[src/rtl/rvx_set_bit_iterator.sv]
// Walks the set bits of an accepted vector, one bit per beat,
// lowest-first or highest-first depending on LSB_FIRST.
module rvx_set_bit_iterator #(
   parameter int WIDTH = 8,
   parameter int LSB_FIRST = 1,
   localparam int IW = (WIDTH > 1) ? $clog2(WIDTH) : 1
) (
   input  logic             clk,
   input  logic             rstnn,
   input  logic             flush,
   input  logic             in_valid,
   output logic             in_ready,
   input  logic [WIDTH-1:0] in_vector,
   output logic             out_valid,
   input  logic             out_ready,
   output logic [WIDTH-1:0] out_onehot,
   output logic [IW-1:0]    out_index,
   output logic             out_last,
   output logic             busy
);

   typedef enum logic {
      IDLE = 1'b0,
      SCAN = 1'b1
   } state_t;

   state_t           state_q, state_d;
   logic [WIDTH-1:0] pending_q, pending_d;
   logic [WIDTH-1:0] sel;
   logic [WIDTH-1:0] rest;
   logic [IW-1:0]    idx;
   logic             scan;
   logic             last;
   logic             out_hs;
   logic             in_hs;

   // Later loop iterations win, so the scan direction picks the priority end.
   always_comb begin
      sel = '0;
      if (LSB_FIRST == 1) begin
         for (int i = WIDTH - 1; i >= 0; i--) begin
            if (pending_q[i]) begin
               sel    = '0;
               sel[i] = 1'b1;
            end
         end
      end else begin
         for (int i = 0; i < WIDTH; i++) begin
            if (pending_q[i]) begin
               sel    = '0;
               sel[i] = 1'b1;
            end
         end
      end
   end

   always_comb begin
      idx = '0;
      for (int i = 0; i < WIDTH; i++) begin
         if (sel[i]) begin
            idx = idx | IW'(i);
         end
      end
   end

   assign scan = (state_q == SCAN);
   assign rest = pending_q & ~sel;
   assign last = scan && (rest == '0);
   assign out_hs = scan && out_ready;

   // in_ready is gated by rstnn so it reads 0 throughout reset.
   assign in_ready = rstnn && !flush && (!scan || (out_hs && last));
   assign in_hs = in_valid && in_ready;

   assign out_valid  = scan;
   assign busy       = scan;
   assign out_onehot = scan ? sel : '0;
   assign out_index  = scan ? idx : '0;
   assign out_last   = last;

   always_comb begin
      pending_d = pending_q;
      state_d   = state_q;
      if (flush) begin
         pending_d = '0;
         state_d   = IDLE;
      end else begin
         if (out_hs) begin
            pending_d = rest;
         end
         if (in_hs && (in_vector != '0)) begin
            pending_d = in_vector;
         end
         state_d = (pending_d != '0) ? SCAN : IDLE;
      end
   end

   always_ff @(posedge clk or negedge rstnn) begin
      if (!rstnn) begin
         pending_q <= '0;
         state_q   <= IDLE;
      end else begin
         pending_q <= pending_d;
         state_q   <= state_d;
      end
   end

endmodule

[config.mk]
export PLATFORM = sky130hd
export DESIGN_NAME = rvx_set_bit_iterator
export DESIGN_NICKNAME = d
export VERILOG_FILES = /design/src/rtl/rvx_set_bit_iterator.sv
export SDC_FILE = /design/constraint.sdc
export NUM_CORES = 1
export LEC_CHECK = 0
export ABC_AREA = 0
export BUFFER_PORTS_ARGS = -buffer_cell sky130_fd_sc_hd__buf_2
export CAP_MARGIN = 20
export CORE_MARGIN = 1.5
export CORE_UTILIZATION = 49
export DETAILED_ROUTE_END_ITERATION = 8
export PLACE_DENSITY = 0.86
export SLEW_MARGIN = 20
export SYNTH_ARGS = -nofsm -noshare
export SYNTH_HDL_FRONTEND = slang
export SYNTH_SLANG_ARGS = --single-unit
[constraint.sdc]
create_clock -name clk -period 3.1 [get_ports clk]
set_input_delay 0.155 -clock clk [delete_from_list [all_inputs] [get_ports clk]]
set_output_delay 0.155 -clock clk [all_outputs]
set_load 0.03 [all_outputs]
# Word-level counts from Yosys, hierarchy flattened
# Cells that the tools add are included.
totals:
  reg_bits: 9
  input_bits: 13
  word_cells: 40
op_classes:
  n_mux: 23
  bitwise: 2
  n_reduce_logical: 13
op_table:
  columns: ["op", "n"]
  rows:
  - ["$mux W8", 13]
  - ["$reduce_bool A8 Y1", 2]
  - ["$mux W3", 5]
  - ["$and A8 B8 Y8", 1]
  - ["$logic_not A8 Y1", 1]
  - ["$not A8 Y8", 1]
  - ["$logic_and A1 B1 Y1", 7]
  - ["$mux W2", 2]
  - ["$mux W1", 3]
  - ["$logic_not A1 Y1", 2]
  - ["$logic_or A1 B1 Y1", 1]

# Longest topological paths before layout
logic_depth:
  depth_word: 22
  depth_mapped: 6

# Worst setup path after synthesis
# OpenSTA, ideal clock, no wires.
synth_timing:
  path_kind: "register to output"
  from: "register pending_q[3]"
  to: "output in_ready"
  arrival_ns: 2.106
  slack_ns: 0.839
  path_stages_with_launch: 7
  path_buffers: 1
  path_cell_list: "dfrtp_1 buf_6 or4_4 a2111o_1 o21ai_2 nand3_1 a21oi_1"
synth_via:
  elab_chain_cells: 11
synth_rtl:
  columns: ["item", "line", "source"]
  rows:
  - ["start: declaration", "28", "logic [WIDTH-1:0] pending_q, pending_d;"]
  - ["start signal: assignment", "103", "pending_q <= pending_d;"]
  - ["$mux W8 (4 in series)", "42", "if (pending_q[i]) begin"]
  - ["$not A8 Y8", "67", "assign rest = pending_q & ~sel;"]
  - ["$and A8 B8 Y8 *", "67", null]
  - ["$logic_not A8 Y1 *", "68", "assign last = scan && (rest == '0);"]
  - ["$logic_and A1 B1 Y1 *", "68", null]
  - ["$logic_and A1 B1 Y1 *", "72", "assign in_ready = rstnn && !flush && (!scan || (out_hs && last));"]
  - ["$logic_or A1 B1 Y1 *", "72", null]
  - ["$logic_and A1 B1 Y1 *", "72", null]
  - ["end: declaration", "12", "output logic in_ready,"]
# Mark *: on every way between the ends. The rest lies on a longest branch, timed or not.

# Final worst setup path
layout_timing:
  from: "register pending_q[2]"
  to: "output in_ready"
layout_via:
  elab_chain_cells: 10
layout_rtl:
  columns: ["item", "line"]
  rows:
  - ["$mux W8 (3 in series)", "42"]
  - ["$not A8 Y8", "67"]
  - ["$and A8 B8 Y8 *", "67"]
  - ["$logic_not A8 Y1 *", "68"]
  - ["$logic_and A1 B1 Y1 *", "68"]
  - ["$logic_and A1 B1 Y1 *", "72"]
  - ["$logic_or A1 B1 Y1 *", "72"]
  - ["$logic_and A1 B1 Y1 *", "72"]
# Marked as above.

==> summary.md <==
| Metric | Value |
|---|---|
| Pin count of the biggest net entering global routing | 15 |
| DR iter-0 viols | 15 |
| Crit path kind | reg -> out |
| Clk root buf | clkbuf_4 |
| RSZ-0062 raised after global routing | no |
| Diode count | 0 |
| Failing checks | DRC |
| GRT Total Usage | 21.0% |
| Cell Area, Synth | 845 um2 |
| Sequential-to-total area share from yosys stat | 26.7% |
| Setup bufs post-CTS | 0 |
| Number of flops mapped to enable cells by yosys | 0 |
| Total gr overflow | 0 |
| Layout cells sized above 1 | 33.1% |
| Most area-hungry cell type in the Yosys netlist | dfrtp_1 |
| Total power | roughly 0.44 mW |
| Worst-path clk slew | 60 ps |
| Post-DP HPWL | 1450 um |
| Final Cycle Share | 79.6% |
| P&R area growth vs syn | 15.1% |
| Syn nets | 112 |
| Slew Viols, Final | 0 |
| Final #Nets | 138 |
| Final TNS setup | 0 ps |
| Via count | 821 |
| Ys Warns | 0 |
| Commonest cells in the synthesized netlist | dfrtp_1 (9), nor2_1 (9), nand2_1 (7), inv_1 (5), mux2_2 (5) |
| Status | finished, violations left |
| R2R Path Start | pending_q[2]$_DFF_PN0_ |
| Routed Antenna Nets | 0 |
| Slew @ Worst Pin | 544 ps |
| Setup-failing EPs final | 0 |
| Ports | 28 |
| Clk Latency, worst-skew pair | 260 ps |
| Slew headroom | between 60% and 70% |
| Pleak | between 0.4 and 0.5 nW |
| First-pass GRT wire length | 3110 um |
| Clock sinks | 9 |
| Max-cap viol count | 0 |
| Die Y-Extent | 44.5 um |
| Largest stage delay, worst path | 590 ps |
| Hold buffer count at cts | 1 |
| Final Core Density | 62.4% |
| CP Launch Type | flop |
| Number of global-route vias before repair | 725 |
| Core Rows | 14 |
| Via density | 5.86 |
| Share of the synthesized area in the top cell type | 26.7% |
| Largest buffer count on any clock path | 2 |
| Crit-path slowest cell | or4_4 |
| Max Clock Skew | 0.639 ps |
| #FFs+latches synth | 9 |
| Synth area leaders | dfrtp_1 (27%), mux2_2 (6.7%), buf_6 (5.3%) |
| Critical Path RT | 2940 ps |
| Worst setup EP type | output port |
| Worst Path Arrival | 2310 ps |
| Final GP Congestion | 0.857 |
| Yosys cell types | 37 |
| Crit-path max FO | 12 |
| # DRC | 2 |
| CTS tree | built |
| Power per cell area | 450 nW/um2 |
| Post-CTS sizing | 0 |
| Peak Freq | 405 MHz |
| CTS buffer count | 3 |
| Number of buffers added on ports | 27 |
| Die ar. | 1980 um2 |
| Initial Utilization | 54.2% |
| Crit. Startpoint | pending_q[2]$_DFF_PN0_ |
| Time the worst path needs with I/O delays and setup | 2470 ps |
| Hold Crit Start | in_vector[4] |
| Synthesized instance count | 99 |
| 1st-pass router iterations | 6 |
| Post-synth ARST share | 100% |
| Core Area | approximately 1600 um2 |
| HP Class | in -> reg |
| Wirelength, routed | 1850 um |
| CTS H-tree lvls | 1 |
| VDD IR-drop max | between 0.2 and 0.3 mV |
| Average cell area after synthesis | approximately 8.5 um2 |
| Fin. Hold Viols | 0 |
| WL/cell | roughly 13 um |
| Die Span X | 44.5 um |
| Critical-path cell list | or4_4 > a2111o_1 > o21ai_2 > nand3_1 > a21oi_1 > buf_2 |
| Initial antenna violation count | 0 |
| Main synth FF type | dfrtp_1 |
==> cell families (layout without fill, tap and decap cells) <==
kind of cell | count (synthesis) | after routing | share of synthesized area, %
compound gates | 26 | 26 | 23.7
fa+ha+maj | 1 | 1 | 1.19
buf+inv | 12 | 37 | 9.78
flops | 9 | 9 | 26.7
mux | 7 | 7 | 9.04
simple gates | 44 | 44 | 29.6
==> area by class of cell <==
class	count	area, um2
fill	145	587
inverter	5	18.8
sequential	9	225
multi-input combinational	78	537
tap	16	20.0
clock buffer	4	26.3
timing repair buffer	28	145
==> worst max-delay path, delay by kind of cell (launching register included) <==
family | cells | cell delay (ps)
AO/OA/AOI/OAI | 3 | 660
AND/OR/NAND/NOR | 2 | 690
buffers and inverters | 1 | 210
flip-flops | 1 | 490
==> worst paths after layout <==
path / endpoint / slack, ps / cells after the start
hold / removal: pending_q[4]$_DFF_PN0_ / 140 / 3
setup reg to reg: pending_q[2]$_DFF_PN0_ / 810 / 5
max in group asynchronous: pending_q[6]$_DFF_PN0_ / 2640 / 2
hold reg to reg: pending_q[4]$_DFF_PN0_ / 680 / 2
setup / recovery: in_ready / 630 / 6
min in group asynchronous: pending_q[0]$_DFF_PN0_ / 280 / 2
==> stage by stage <==
step	setup WS (ps)	hold slack, ps	cell area [um2]	std cells
after floorplan	839	-141	845	99
after global placement	884	18.8	936	135
after detailed placement	819	18.9	936	135
after CTS	635	138	972	140
after global routing	445	149	972	140
final	633	136	972	140
==> where the power goes <==
part	total [mW]	internal, mW	switching (mW)
Clock	0.0901	0.0496	0.0405
Combinational	0.188	0.0759	0.112
Sequential	0.159	0.129	0.0303
==> flip-flops by register name, indices dropped and copies added (netlist names) <==
register and count:
pending_q 8, busy 1
==> per-layer routing <==
layer / up-vias / GRT usage (%) / wire [um]
met5: - / 0 / 0
met4: 0 / 10.3 / 19
met1: 372 / 26.4 / 861
met3: 4 / 2.04 / 106
li1: 411 / - / -
met2: 34 / 35.7 / 866
==> placed cells by master, fill, tap and decap left out, types with 2 or more instances in the layout <==
master,n
a211oi_1,4
a21oi_1,4
a31oi_1,2
and2_1,3
and3_1,3
buf_2,27
clkbuf_4,3
dfrtp_1,9
inv_1,5
mux2_2,5
mux2i_1,2
nand2_1,7
nand2b_1,2
nand3_1,2
nand3b_1,2
nor2_1,9
nor2b_1,4
nor3_1,2
nor4_1,3
o21a_1,4
o21ai_0,4
o31ai_1,2
No activity file was read; power rests on OpenSTA's default activity.
